File: src/rtl/csr_unit_if.sv
// ============================================================================
// Module      : csr_unit_if
// Description : Execute-stage CSR access bundle between the pipeline and csr_unit.
// Revision    : 1.0 - initial release
// ============================================================================
`default_nettype none

interface csr_unit_if;
    logic        csr_en_i;
    logic [2:0]  csr_op_i;
    logic [11:0] csr_addr_i;
    logic [4:0]  rs1_idx_i;
    logic [31:0] rs1_data_i;
    logic [31:0] imm_ext_i;
    logic        stall_i;
    logic        retire_i;
    logic [31:0] csr_rdata_o;
    logic        illegal_o;

    modport master (
        output csr_en_i, csr_op_i, csr_addr_i, rs1_idx_i, rs1_data_i,
               imm_ext_i, stall_i, retire_i,
        input  csr_rdata_o, illegal_o
    );

    modport slave (
        input  csr_en_i, csr_op_i, csr_addr_i, rs1_idx_i, rs1_data_i,
               imm_ext_i, stall_i, retire_i,
        output csr_rdata_o, illegal_o
    );
endinterface

`default_nettype wire

File: src/rtl/csr_unit.sv
// ============================================================================
// Module      : csr_unit
// Description : Zicsr unit with mscratch, mcountinhibit and 64-bit cycle/instret counters.
// Revision    : 1.0 - initial release
// ============================================================================
`default_nettype none

module csr_unit (
    input  wire logic   clk_i,
    input  wire logic   reset_i,
    csr_unit_if.slave   bus
);

    localparam logic [11:0] C_ADDR_MSCRATCH  = 12'h340;
    localparam logic [11:0] C_ADDR_MCOUNTINH = 12'h320;
    localparam logic [11:0] C_ADDR_MCYCLE    = 12'hB00;
    localparam logic [11:0] C_ADDR_MCYCLEH   = 12'hB80;
    localparam logic [11:0] C_ADDR_MINSTRET  = 12'hB02;
    localparam logic [11:0] C_ADDR_MINSTRETH = 12'hB82;
    localparam logic [11:0] C_ADDR_CYCLE     = 12'hC00;
    localparam logic [11:0] C_ADDR_CYCLEH    = 12'hC80;
    localparam logic [11:0] C_ADDR_INSTRET   = 12'hC02;
    localparam logic [11:0] C_ADDR_INSTRETH  = 12'hC82;

    logic [31:0] mscratch_q, mscratch_d;
    logic        cy_inh_q,   cy_inh_d;
    logic        ir_inh_q,   ir_inh_d;
    logic [63:0] mcycle_q,   mcycle_d;
    logic [63:0] minstret_q, minstret_d;

    logic [31:0] w_operand;
    logic [31:0] w_old;
    logic [31:0] w_new;
    logic        w_hit;
    logic        w_read_only;
    logic        w_op_reserved;
    logic        w_suppress;
    logic        w_illegal;
    logic        w_we;

    always_comb begin
        w_operand     = bus.csr_op_i[2] ? bus.imm_ext_i : bus.rs1_data_i;
        w_op_reserved = (bus.csr_op_i[1:0] == 2'b00);
        // Set/clear with a zero source is a pure read; the source field is rs1 or uimm.
        w_suppress    = bus.csr_op_i[1] &
                        (bus.csr_op_i[2] ? (bus.imm_ext_i[4:0] == 5'd0)
                                         : (bus.rs1_idx_i == 5'd0));

        w_hit       = 1'b1;
        w_read_only = 1'b0;
        w_old       = 32'd0;
        case (bus.csr_addr_i)
            C_ADDR_MSCRATCH:  w_old = mscratch_q;
            C_ADDR_MCOUNTINH: w_old = {29'd0, ir_inh_q, 1'b0, cy_inh_q};
            C_ADDR_MCYCLE:    w_old = mcycle_q[31:0];
            C_ADDR_MCYCLEH:   w_old = mcycle_q[63:32];
            C_ADDR_MINSTRET:  w_old = minstret_q[31:0];
            C_ADDR_MINSTRETH: w_old = minstret_q[63:32];
            C_ADDR_CYCLE:     begin w_old = mcycle_q[31:0];    w_read_only = 1'b1; end
            C_ADDR_CYCLEH:    begin w_old = mcycle_q[63:32];   w_read_only = 1'b1; end
            C_ADDR_INSTRET:   begin w_old = minstret_q[31:0];  w_read_only = 1'b1; end
            C_ADDR_INSTRETH:  begin w_old = minstret_q[63:32]; w_read_only = 1'b1; end
            default:          w_hit = 1'b0;
        endcase

        case (bus.csr_op_i[1:0])
            2'b01:   w_new = w_operand;
            2'b10:   w_new = w_old | w_operand;
            default: w_new = w_old & ~w_operand;
        endcase

        w_illegal = bus.csr_en_i &
                    (~w_hit | w_op_reserved | (w_read_only & ~w_suppress));
        w_we      = bus.csr_en_i & ~bus.stall_i & ~w_illegal & ~w_suppress;
    end

    assign bus.csr_rdata_o = (bus.csr_en_i && !w_illegal) ? w_old : 32'd0;
    assign bus.illegal_o   = w_illegal;

    always_comb begin
        mscratch_d = mscratch_q;
        cy_inh_d   = cy_inh_q;
        ir_inh_d   = ir_inh_q;
        mcycle_d   = mcycle_q;
        minstret_d = minstret_q;

        if (w_we && bus.csr_addr_i == C_ADDR_MSCRATCH)
            mscratch_d = w_new;
        if (w_we && bus.csr_addr_i == C_ADDR_MCOUNTINH) begin
            cy_inh_d = w_new[0];
            ir_inh_d = w_new[2];
        end

        // A software write to either half replaces that cycle's increment.
        if (w_we && bus.csr_addr_i == C_ADDR_MCYCLE)
            mcycle_d[31:0] = w_new;
        else if (w_we && bus.csr_addr_i == C_ADDR_MCYCLEH)
            mcycle_d[63:32] = w_new;
        else if (!cy_inh_q)
            mcycle_d = mcycle_q + 64'd1;

        if (w_we && bus.csr_addr_i == C_ADDR_MINSTRET)
            minstret_d[31:0] = w_new;
        else if (w_we && bus.csr_addr_i == C_ADDR_MINSTRETH)
            minstret_d[63:32] = w_new;
        else if (!ir_inh_q && bus.retire_i)
            minstret_d = minstret_q + 64'd1;
    end

    always_ff @(posedge clk_i or posedge reset_i) begin
        if (reset_i) begin
            mscratch_q <= 32'd0;
            cy_inh_q   <= 1'b0;
            ir_inh_q   <= 1'b0;
            mcycle_q   <= 64'd0;
            minstret_q <= 64'd0;
        end else begin
            mscratch_q <= mscratch_d;
            cy_inh_q   <= cy_inh_d;
            ir_inh_q   <= ir_inh_d;
            mcycle_q   <= mcycle_d;
            minstret_q <= minstret_d;
        end
    end

endmodule

`default_nettype wire

File: src/flat_wrapper.sv
// flat-port wrapper written by rule: the top's interface ports become plain ports
module csr_unit_flat 
  (clk_i, reset_i, bus_csr_en_i, bus_csr_op_i, bus_csr_addr_i, bus_rs1_idx_i, bus_rs1_data_i, bus_imm_ext_i, bus_stall_i, bus_retire_i, bus_csr_rdata_o, bus_illegal_o);
  csr_unit_if bus_i ();
  input  wire logic clk_i;
  input  wire logic reset_i;
  input wire logic [$bits(bus_i.csr_en_i)-1:0] bus_csr_en_i;
  input wire logic [$bits(bus_i.csr_op_i)-1:0] bus_csr_op_i;
  input wire logic [$bits(bus_i.csr_addr_i)-1:0] bus_csr_addr_i;
  input wire logic [$bits(bus_i.rs1_idx_i)-1:0] bus_rs1_idx_i;
  input wire logic [$bits(bus_i.rs1_data_i)-1:0] bus_rs1_data_i;
  input wire logic [$bits(bus_i.imm_ext_i)-1:0] bus_imm_ext_i;
  input wire logic [$bits(bus_i.stall_i)-1:0] bus_stall_i;
  input wire logic [$bits(bus_i.retire_i)-1:0] bus_retire_i;
  output wire logic [$bits(bus_i.csr_rdata_o)-1:0] bus_csr_rdata_o;
  output wire logic [$bits(bus_i.illegal_o)-1:0] bus_illegal_o;
  assign bus_i.csr_en_i = bus_csr_en_i;
  assign bus_i.csr_op_i = bus_csr_op_i;
  assign bus_i.csr_addr_i = bus_csr_addr_i;
  assign bus_i.rs1_idx_i = bus_rs1_idx_i;
  assign bus_i.rs1_data_i = bus_rs1_data_i;
  assign bus_i.imm_ext_i = bus_imm_ext_i;
  assign bus_i.stall_i = bus_stall_i;
  assign bus_i.retire_i = bus_retire_i;
  assign bus_csr_rdata_o = bus_i.csr_rdata_o;
  assign bus_illegal_o = bus_i.illegal_o;
  csr_unit u_core (.clk_i(clk_i), .reset_i(reset_i), .bus(bus_i));
endmodule
File: config.mk
export PLATFORM = sky130hd
export DESIGN_NAME = csr_unit_flat
export DESIGN_NICKNAME = d
export VERILOG_FILES = /design/src/rtl/csr_unit_if.sv /design/src/rtl/csr_unit.sv /design/src/flat_wrapper.sv
export SDC_FILE = /design/constraint.sdc
export NUM_CORES = 1
export LEC_CHECK = 0
export BUFFER_PORTS_ARGS = -buffer_cell sky130_fd_sc_hd__buf_2
export CAP_MARGIN = 30
export CORE_ASPECT_RATIO = 0.7
export CORE_UTILIZATION = 29
export CTS_CLUSTER_DIAMETER = 80
export DETAILED_ROUTE_END_ITERATION = 7
export HOLD_SLACK_MARGIN = 0.02
export PLACE_DENSITY = 0.52
export SLEW_MARGIN = 30
export SYNTH_ARGS = -nofsm -noshare
export SYNTH_HDL_FRONTEND = slang
export SYNTH_SLANG_ARGS = --single-unit
File: constraint.sdc
create_clock -name clk_i -period 16.5 [get_ports clk_i]
set_input_delay 4.95 -clock clk_i [delete_from_list [all_inputs] [get_ports clk_i]]
set_output_delay 4.95 -clock clk_i [all_outputs]
set_load 0.01 [all_outputs]
==> results.toml <==
[sta]
fin_setup_tns_ns = 0
finalCriticalPeriod_ns = 13.09
rsz0062_at_grt = "no"
finalSetupViolCount = 0
slew_violations = 0
hold_viol = 0
fmax_mhz = 76.4
finalClockSkew_ns = 0.0146
tightestPinTransition_ns = 1.10
hold_ws_ns = 0.487
setup_ws_ns = 3.41
maxSlewHeadroom = 0.264
period_share = 0.793

[critical_path]
cpMostUsedCell = "buf_2"
cp_num_cells = 8
slowest_stage = "nor4_1"
crit_type = "input port to output pin"
slowest_delay_ns = 0.71
crit_family = "simple AND/OR/NAND/NOR gates"
reg2reg_depth = 6
critPathRequiredTime_ns = 11.55
start_kind = "input port"
crit_chain = "buf_2, nor4_1, nand4b_1, a31o_2, or3_1, buf_4, a21oi_1, buf_2"
arrival_ns = 8.14
worst_setup_path_end_kind = "output pin"
path_buf_inv = 3
path_max_fanout = 33

[cells_and_area]
fillers = 4602
drive_above_1_share = 0.165
syn_to_final_growth_pct = 14.6
layout.nets = 1712

[yosys]
ys_top_cells_by_count = "dfrtp_1 (162), nand2_1 (135), o21ai_0 (133)"
synth.top_cell.area_share = 0.319
avgSynthCellArea_um2 = 8.15
ys_async_sr_fraction = 1.00
mappedNetlistNets = 1653
synth_top_family_by_area = "simple AND/OR/NAND/NOR gates"
synth-adder-area-share = 0.00493
syn_area_um2 = 12700
ys_warn_count = 0
synthSimpleGateAreaFrac = 0.280
synth.area.top_cells = "dfrtp_1 (32%), o21ai_0 (5.2%), mux2i_1 (4.4%), nand2_1 (4.0%), nor2_1 (2.9%)"
synth_top_flop_cell = "dfrtp_1"
ys_seq_area_frac = 0.319
synth_edf_count = 0
yosysMostFrequentCell = "dfrtp_1"
synth_mux_area_frac = 0.0755
synth_compound_area_frac = 0.265
synth_top_cell_by_area = "dfrtp_1"
synth-xor-area-share = 0.00690
synth.distinct_cells = 88
ys_ff_latch = 162
synthCells = 1559

[global_route]
antenna_found_initial = 2
grt_start_max_net_pins = 72
grt_usage = 0.298
overflow = 0
grt_first_pass_wirelength_mm = 95.1
grt_pass1_vias = 12800

[drt]
viasPerCell = 6.49
firstDrtPassIters = 8
first_iter_violations = 2293
ant_nets = 0
drt_wl_total_mm = 67.3
post-route-drc-count = 0
vias = 14400
wl_per_cell_um = 30.3

[power]
vdd_drop_max_v = 0.0000784
clkPwrFrac = 0.448
p_switching_mw = 0.289
p_leak_nw = 5.52
cellInternalPower_mw = 0.667
sw_frac_of_total = 0.302
power_mw = 0.956
p_seq_frac = 0.425
power_frac_comb = 0.126
power_density_nw_per_um2 = 65.7

[clocking]
insertion_delay_ns = 0.47
cts_root_buf = "clkbuf_16"
cts_hold_buf = 0
tritoncts = "yes"
h-tree-depth = 4
post_cts_buffers = 0
clock_sinks = 162
cts_resized = 0
cts_buffers = 17
clk_pin_slew_ns = 0.07
cts_buffer_depth = 2

[floorplanning]
die_area_um2 = 44600
coreArea_um2 = 42700
die_h_um = 177
die-width_um = 252
rows = 63
initial_core_util = 0.297
io_pins = 122

[placed_design]
dp_hpwl_mm = 49.7
dp_slack_ns = 3.45
portBuffers = 121
place.gp.congestion = 1.02

[status]
outcome = "finished, final reports clean"

[hold_path]
hold_path.class = "flop to flop"
hold-path-cell-count = 2

[flow_run]
drv_cap = 0
metal layers:
layer / track usage / vias to the layer above / wire (um)
li1: - / 6238 / -
met1: 0.416 / 7075 / 29200
met2: 0.402 / 922 / 26100
met3: 0.117 / 152 / 9030
met4: 0.120 / 4 / 2800
met5: 0 / - / 71
final cells by class:
| cell class | instances | area (um^2) | share of cell area |
|---|---|---|---|
| inverter | 33 | 129 | 0.00886 |
| clock buffer | 20 | 467 | 0.0321 |
| timing repair buffer | 159 | 891 | 0.0612 |
| clock inverter | 11 | 129 | 0.00886 |
| multi-input combinational | 1245 | 8140 | 0.559 |
| tap | 585 | 732 | 0.0503 |
| sequential | 162 | 4050 | 0.279 |
| antenna | 4 | 10.0 | 0.000688 |
through the flow:
stage	instances	util	cell area (um^2)
floorplan	1559	-	12700
global placement	2184	0.325	13900
detailed placement	2184	0.326	13900
CTS	2215	0.340	14500
global route	2215	0.340	14500
finish	2219	0.341	14600
path summary, 6_finish.rpt:
check | startpoint | to | slack, ns
max | bus_imm_ext_i[1] | bus_csr_rdata_o[9] | 3.41
min | u_core.mscratch_q[0] | u_core.mscratch_q[0] | 0.49
max reg2reg | u_core.minstret_q[8] | u_core.mcycle_q[8] | 13.20
min reg2reg | u_core.mscratch_q[0] | u_core.mscratch_q[0] | 0.49
max in group asynchronous | reset_i | u_core.mscratch_q[17] | 10.61
min in group asynchronous | reset_i | u_core.minstret_q[10] | 4.61
power by group through the flow:
stage	clock network [mW]	logic, mW	registers (mW)
after detailed placement	0	0.116	0.414
after global placement	0	0.114	0.414
after floorplan	0	0.0518	0.410
after global routing	0.446	0.124	0.406
after CTS	0.431	0.116	0.406
final	0.428	0.121	0.406
worst min-delay path, stage by stage (launching register included):
cell and delay (ns):
dfrtp_1 0.35, nand2_1 0.05, o21ai_0 0.06
state kept, by name (all words and copies together) (netlist names):
| register | flops |
|---|---|
| u_core.ir_inh_q | 1 |
| u_core.minstret_q | 64 |
| u_core.mscratch_q | 32 |
| u_core.mcycle_q | 64 |
| u_core.cy_inh_q | 1 |
kinds of logic after synthesis:
logic type | after synthesis
AOI/OAI and AO/OA | 492
xor gates and xnor gates | 10
adders and majority gates | 5
buffers and inverters | 152
DFF | 162
muxes | 88
and+or+nand+nor | 650
layout by cell type, fill, tap and decap left out, types with 8 or more instances in the layout:
cell type | synthesis | routed
buf_4 | 0 | 38
a21o_1 | 10 | 10
o22ai_1 | 23 | 23
inv_1 | 32 | 31
buf_2 | 21 | 121
a22oi_1 | 19 | 19
nand3_1 | 61 | 60
o21ai_1 | 3 | 9
a21oi_1 | 71 | 70
o31ai_1 | 9 | 9
dfrtp_1 | 162 | 162
and3_1 | 25 | 25
nor4_1 | 45 | 44
nor3_1 | 66 | 63
nor4b_1 | 8 | 8
a211oi_1 | 33 | 32
o211a_1 | 16 | 16
nor2_1 | 98 | 96
o21ai_0 | 133 | 122
nand4_1 | 57 | 57
or4_1 | 18 | 18
and4_1 | 23 | 23
nor2b_1 | 12 | 12
mux2i_1 | 56 | 56
a31oi_1 | 14 | 11
clkbuf_16 | 0 | 17
nand2_1 | 135 | 135
or3_1 | 29 | 29
mux2_2 | 28 | 28
a222oi_1 | 17 | 17
o211ai_1 | 40 | 40
a221oi_1 | 13 | 13
and2_1 | 16 | 16
(Power assumes the default switching activity.)
